<file path="config.mk">
export PLATFORM = sky130hd
export DESIGN_NAME = memory_writeback
export DESIGN_NICKNAME = d
export VERILOG_FILES = /design/src/rtl/memory_writeback.sv
export SDC_FILE = /design/constraint.sdc
export NUM_CORES = 1
export LEC_CHECK = 0
export BUFFER_PORTS_ARGS = -buffer_cell sky130_fd_sc_hd__buf_2
export CORE_MARGIN = 2
export CORE_UTILIZATION = 25
export DETAILED_ROUTE_END_ITERATION = 7
export GPL_TIMING_DRIVEN = 0
export PLACE_DENSITY = 0.57
export SETUP_SLACK_MARGIN = 0.1
export SLEW_MARGIN = 20
export SYNTH_ARGS = -nofsm -noshare
export SYNTH_HDL_FRONTEND = slang
export SYNTH_SLANG_ARGS = --single-unit
</file>
<file path="constraint.sdc">
create_clock -name clk -period 2.46 [get_ports clk]
set_input_delay 0.492 -clock clk [delete_from_list [all_inputs] [get_ports clk]]
set_output_delay 0.492 -clock clk [all_outputs]
set_load 0.01 [all_outputs]
</file>
<file path="src/rtl/memory_writeback.sv">
// memory_writeback: memory access over a req/ready/rvalid handshake plus registered writeback bundle
module memory_writeback (
  input  logic        clk,
  input  logic        rst,
  input  logic [31:0] ALU_out_reg,
  input  logic [31:0] PC_addr_Execute,
  input  logic [31:0] Inst_Execute,
  input  logic [31:0] Store_Data,
  output logic        Mem_req,
  output logic [31:0] Mem_addr,
  output logic [3:0]  Mem_we,
  output logic [31:0] Mem_wdata,
  input  logic        Mem_ready,
  input  logic        Mem_rvalid,
  input  logic [31:0] Mem_rdata,
  output logic        Stall,
  output logic        RegWEn,
  output logic [4:0]  Rd,
  output logic [31:0] Data_WB,
  output logic [31:0] Inst_Memory
);
  typedef enum logic {IDLE, WAIT} state_t;
  state_t state_q, state_d;
  logic regwen_q, regwen_d;
  logic [4:0] rd_q, rd_d;
  logic [31:0] data_wb_q, data_wb_d, inst_mem_q, inst_mem_d;
  logic [6:0] opc;
  logic [2:0] f3;
  logic [1:0] off;
  logic is_load, is_store, wb_en, is_jump;
  logic [7:0] ld_byte;
  logic [15:0] ld_half;
  logic [31:0] ld_data;
  assign opc = Inst_Execute[6:0];
  assign f3 = Inst_Execute[14:12];
  assign off = ALU_out_reg[1:0];
  assign is_load = opc == 7'b0000011;
  assign is_store = opc == 7'b0100011;
  assign is_jump = opc == 7'b1101111 || opc == 7'b1100111;
  assign wb_en = Inst_Execute[11:7] != 5'd0 && (is_load || is_jump || opc == 7'b0110111 ||
                 opc == 7'b0010111 || opc == 7'b0110011 || opc == 7'b0010011);
  assign Mem_req = state_q == IDLE && (is_load || is_store);
  assign Mem_addr = {ALU_out_reg[31:2], 2'b00};
  assign RegWEn = regwen_q;
  assign Rd = rd_q;
  assign Data_WB = data_wb_q;
  assign Inst_Memory = inst_mem_q;
  always_comb begin
    Mem_we = !is_store ? 4'b0000 :
             f3 == 3'b000 ? 4'b0001 << off :
             f3 == 3'b001 ? 4'b0011 << {off[1], 1'b0} :
             f3 == 3'b010 ? 4'b1111 : 4'b0000;
    Mem_wdata = f3 == 3'b000 ? {4{Store_Data[7:0]}} :
                f3 == 3'b001 ? {2{Store_Data[15:0]}} : Store_Data;
    ld_byte = Mem_rdata[{off, 3'b000} +: 8];
    ld_half = off[1] ? Mem_rdata[31:16] : Mem_rdata[15:0];
    ld_data = f3 == 3'b000 ? {{24{ld_byte[7]}}, ld_byte} :
              f3 == 3'b100 ? {24'd0, ld_byte} :
              f3 == 3'b001 ? {{16{ld_half[15]}}, ld_half} :
              f3 == 3'b101 ? {16'd0, ld_half} : Mem_rdata;
    // In WAIT the load is still presented because upstream is frozen
    Stall = state_q == WAIT ? !Mem_rvalid : (is_load || (is_store && !Mem_ready));
    state_d = state_q == WAIT ? (Mem_rvalid ? IDLE : WAIT) :
              (is_load && Mem_ready ? WAIT : IDLE);
    regwen_d = Stall ? 1'b0 : wb_en;
    inst_mem_d = Stall ? 32'h00000013 : Inst_Execute;
    rd_d = Stall ? rd_q : Inst_Execute[11:7];
    data_wb_d = Stall ? data_wb_q : is_load ? ld_data :
                is_jump ? PC_addr_Execute + 32'd4 : ALU_out_reg;
  end
  always_ff @(posedge clk) begin
    if (rst) begin
      state_q <= IDLE;
      regwen_q <= 1'b0;
      rd_q <= 5'd0;
      data_wb_q <= 32'd0;
      inst_mem_q <= 32'h00000013;
    end else begin
      state_q <= state_d;
      regwen_q <= regwen_d;
      rd_q <= rd_d;
      data_wb_q <= data_wb_d;
      inst_mem_q <= inst_mem_d;
    end
  end
endmodule
</file>
Word-level counts from Yosys, hierarchy flattened
Cells that the tools add are included.
{ "word_totals": {"elab_cells": 56, "in_bits": 164, "regBits": 71} }
{ "classes": {"addsub": 1, "eq_ne": 12, "shift": 3, "muxes": 17, "n_bitwise": 1, "reduce_logical": 17} }
{ "op_table": {"columns": ["op", "n"], "rows": [
  ["$mux W32", 8],
  ["$add A32 B3 Y32 const B", 1],
  ["$shiftx A32 B6 Y8", 1],
  ["$eq A7 B6 Y1 const B", 3],
  ["$mux W16", 1],
  ["$mux W4", 4],
  ["$eq A7 B5 Y1 const B", 2],
  ["$eq A7 B7 Y1 const B", 2],
  ["$logic_or A1 B1 Y1", 8],
  ["$eq A7 B2 Y1 const B", 1],
  ["$eq A3 B3 Y1 const B", 2],
  ["$reduce_bool A5 Y1", 1],
  ["$logic_and A1 B1 Y1", 4],
  ["$mux W1", 4],
  ["$shl A1 B2 Y4 const A", 1],
  ["$shl A2 B2 Y4 const A", 1],
  ["$eq A3 B1 Y1 const B", 1],
  ["$eq A3 B2 Y1 const B", 1],
  ["$logic_not A3 Y1", 1],
  ["$logic_not A1 Y1", 2],
  ["$reduce_or A2 Y1", 1],
  ["$not A1 Y1", 1]
]} }

Depth between registers and ports, before layout
{ "logic_depth": {"ltp_word": 8, "depth_mapped": 8, "ltp_nobuf": 7} }

Worst setup path before layout
No wires, ideal clock.
{ "synth_path": {"path_type": "in2out", "from": "input port Inst_Execute[13]", "to": "output port Mem_wdata[20]", "setup_slack_ns": 0.279, "cell_stages": 4, "t_arrival_ns": 1.689, "cell_sequence": "buf_2 > nor2_1 > clkbuf_1 > mux2_2"} }
{ "synth_via": {"elab_chain_cells": 3, "elab_cells_between_ends": 4, "classes_between": "eq/ne (1); mux (2); reduce/logical (1)"} }
{ "synth_rtl": {"columns": ["element", "line", "source"], "rows": [
  ["start: declaration", "7", "input logic [31:0] Inst_Execute,"],
  ["$eq A3 B1 Y1", "54", "f3 == 3'b001 ? {2{Store_Data[15:0]}} : Store_Data;"],
  ["$mux W32", "54", null],
  ["$mux W32 *", "53", "Mem_wdata = f3 == 3'b000 ? {4{Store_Data[7:0]}} :"],
  ["end: declaration", "12", "output logic [31:0] Mem_wdata,"]
]} }
Mark *: on every way between the ends. The rest lies on a longest branch, timed or not.

Worst setup path in the final report
{ "layout_path": {"from": "input port Inst_Execute[3]", "to": "output port Stall"} }
{ "layout_via": {"elab_chain_cells": 4, "elab_cells_between_ends": 5, "classes_between": "eq/ne (2); mux (1); reduce/logical (2)"} }
{ "layout_rtl": {"columns": ["element", "line", "source"], "rows": [
  ["$eq A7 B6 Y1", "38", "assign is_store = opc == 7'b0100011;"],
  ["$logic_and A1 B1 Y1", "62", "Stall = state_q == WAIT ? !Mem_rvalid : (is_load || (is_store && !Mem_ready));"],
  ["$logic_or A1 B1 Y1 *", "62", null],
  ["$mux W1 *", "62", null],
  ["end: declaration", "16", "output logic Stall,"]
]} }
Marks and branches as above.

==> out/results.ini <==
[global_route]
grt_max_degree = 14
track_usage_pct = 20.4
grt_pass1_wl_um = 31200
grt_antenna_before_repair = 4
gr-total-overflow = 0
grt_pass1_vias = 5304

[floorplanning]
core.rowCount = 50
die_area_um2 = 20500
design.core.area_um2 = 18800
die_y_um = 143
die_x_um = 143
ios = 304
start_util_pct = 25.7

[placement]
dp.cells = 1157
dp_hpwl_um = 17600
gp_congestion = 0.898
portBuffers = 299
dp_slack_ns = -0.246
postPlaceCellArea_um2 = 6660

[worst_setup_path]
cpMaxStageDelayCell = or4_4
end_kind = primary output
worstSetupStartpointType = input port
crit_path_max_fanout = 8
cp.arrival_ns = 1.85
slowest_delay_ns = 0.54
criticalPathCategory = input port to primary output
worst_ep_required_time_ns = 1.97
crit_top_cell = buf_6
path_cells = buf_2, or4_4, o31a_1, inv_2, buf_6, buf_6

[clock_tree]
ctsHoldBuffers = 0
cts_made_buffers = 9
clockRootBuffer = clkbuf_16
cts_tree = done
clkTransAtPathRegs_ns = 0.06
clk-insertion-delay-late_ns = 0.34
clkSinkCount = 71
cts_max_path_buffers = 2
htree_levels = 3

[logic_synthesis]
synth_edf_count = 0
ys_warn_count = 0
ys_seq_area_share_pct = 29.4
synth.avg_cell_area_um2 = 8.09
yosysUniqueCellTypes = 66
ys.flop_type = dfxtp_1
syn_inst = 597
synthArstFlopShare_pct = 0
syn_area_um2 = 4830
synth-seq-cells = 71

[sta]
setup_ws_ns = 0.122
rsz0062_at_grt = no
report.final.slew_viol_count = 0
clock.fmax_mhz = 428
fin_crit_ns = 2.34
period_share_pct = 95.0
tightest_slew_ns = 0.675
finalHoldViolCount = 0
relSlewSlack_pct = 55.0
setup_viol = 0
clock_skew_ns = 0.00956

[pwr]
peakVddDrop_v = 0.000313
power_density_nw_per_um2 = 483
p_leak_uw = 0.00333
total_power_uw = 3400

[routing]
detail-route-antenna-nets = 0
routed_wl_um = 21600
via_per_inst = 4.84
drt_first_pass_iters = 5
vias = 5714
drt-initial-drc-count = 266
wire_per_inst_um = 18.3
drc_errors = 0

[cells_and_area]
syn_to_final_growth_pct = 45.9
final_common_cell = buf_2
stdcell_count = 1181
fin_area_um2 = 7050
postLayoutCoreUtil_pct = 37.4
layout-drive-gt1-share_pct = 46.6
multi_input_area_um2 = 2910
nets = 1080
final-seq-area_um2 = 1420
fill_cells = 2044
mostFrequentLayoutCells = buf_2 (312), dfxtp_1 (71), nand2_1 (54)

[run_status]
status = completed

[flow_run]
drv_cap = 0

[worst_hold_path]
hold_class = input port to register

[final timing paths]
check | startpoint | end | slack, ns | depth (start not counted)
worst max-delay path | Inst_Execute[3] | Stall | 0.12 | 6
worst min-delay path | Inst_Execute[19] | Inst_Memory[19] | 0.35 | 2
worst max register to register | state_q | Data_WB[25] | 0.38 | 7
worst min register to register | Data_WB[10] | Data_WB[10] | 0.45 | 2
[critical path, delay by kind of cell]
kind / cells / cell delay, ns
buffers and inverters: 4 / 0.46
AO/OA/AOI/OAI: 1 / 0.35
AND/OR/NAND/NOR: 1 / 0.54
[per-stage QoR]
stage	hold slack, ns	TNS [ns]
after floorplan	0.464	0
after CTS	0.342	0
final	0.354	0
after global routing	0.346	0
after global placement	0.432	-3.34
after detailed placement	0.442	-3.29
[synthesized netlist by cell type, types with 8 or more instances]
| cell type | n | area share, % |
|---|---|---|
| mux2i_1 | 13 | 2.7 |
| xnor2_1 | 12 | 2.2 |
| a22o_1 | 10 | 1.8 |
| a21oi_1 | 53 | 5.5 |
| clkbuf_1 | 18 | 1.4 |
| buf_4 | 42 | 6.5 |
| nor2_1 | 47 | 3.7 |
| nand2_1 | 54 | 4.2 |
| mux2_2 | 16 | 3.7 |
| o211ai_1 | 13 | 2.0 |
| and2_1 | 31 | 4.0 |
| a221oi_1 | 9 | 1.6 |
| xor2_1 | 9 | 1.6 |
| o21ai_0 | 36 | 3.7 |
| nor4_1 | 8 | 1.0 |
| buf_2 | 14 | 1.5 |
| dfxtp_1 | 71 | 29 |
| nand3_1 | 17 | 1.8 |
[layout make-up]
class	instances	share of cell area, %
Sequential cell	71	20.2
Clock inverter	6	0.976
Timing Repair Buffer	306	22.1
Buffer	79	7.24
Clock buffer	10	3.25
Multi-Input combinational cell	440	41.2
Inverter	8	0.426
Tap cell	260	4.62
Antenna cell	1	0.0355
[flip-flops by register name, summed over array words and instances, names as in the netlist]
signal / cells
Data_WB: 32
Inst_Memory: 32
RegWEn: 1
state_q: 1
Rd: 5
[what timing repair did]
action                                  CTS  global route
endpoints found under the setup margin   17             5
gates resized for setup                  10             6
pin swaps                                 1             1
buffers inserted                          2             5
[per-layer routing]
metal,track usage (%),part of all wire (%)
met5,0,0.16
met4,7.56,3.2
met3,4.80,7.5
met2,33.1,46
met1,26.3,43
[cells by family (layout without fill, tap and decap cells)]
group           Yosys count  count (layout)  synth area share [%]
fa+ha+maj                 1               1                 0.259
buf+inv                  87             409                  10.9
mux                      35              35                  9.22
other cells               1               3                0.0776
xor+xnor                 21              21                  3.81
simple gates            208             208                  22.4
flops                    71              71                  29.4
compound gates          173             173                  24.0
[power breakdown]
| group | switching, µW | internal (µW) | leakage, µW |
|---|---|---|---|
| combinational | 448 | 387 | 0.00259 |
| sequential | 24.0 | 1220 | 0.000591 |
| clock | 538 | 791 | 0.000143 |
No activity file was read; power rests on OpenSTA's default activity.
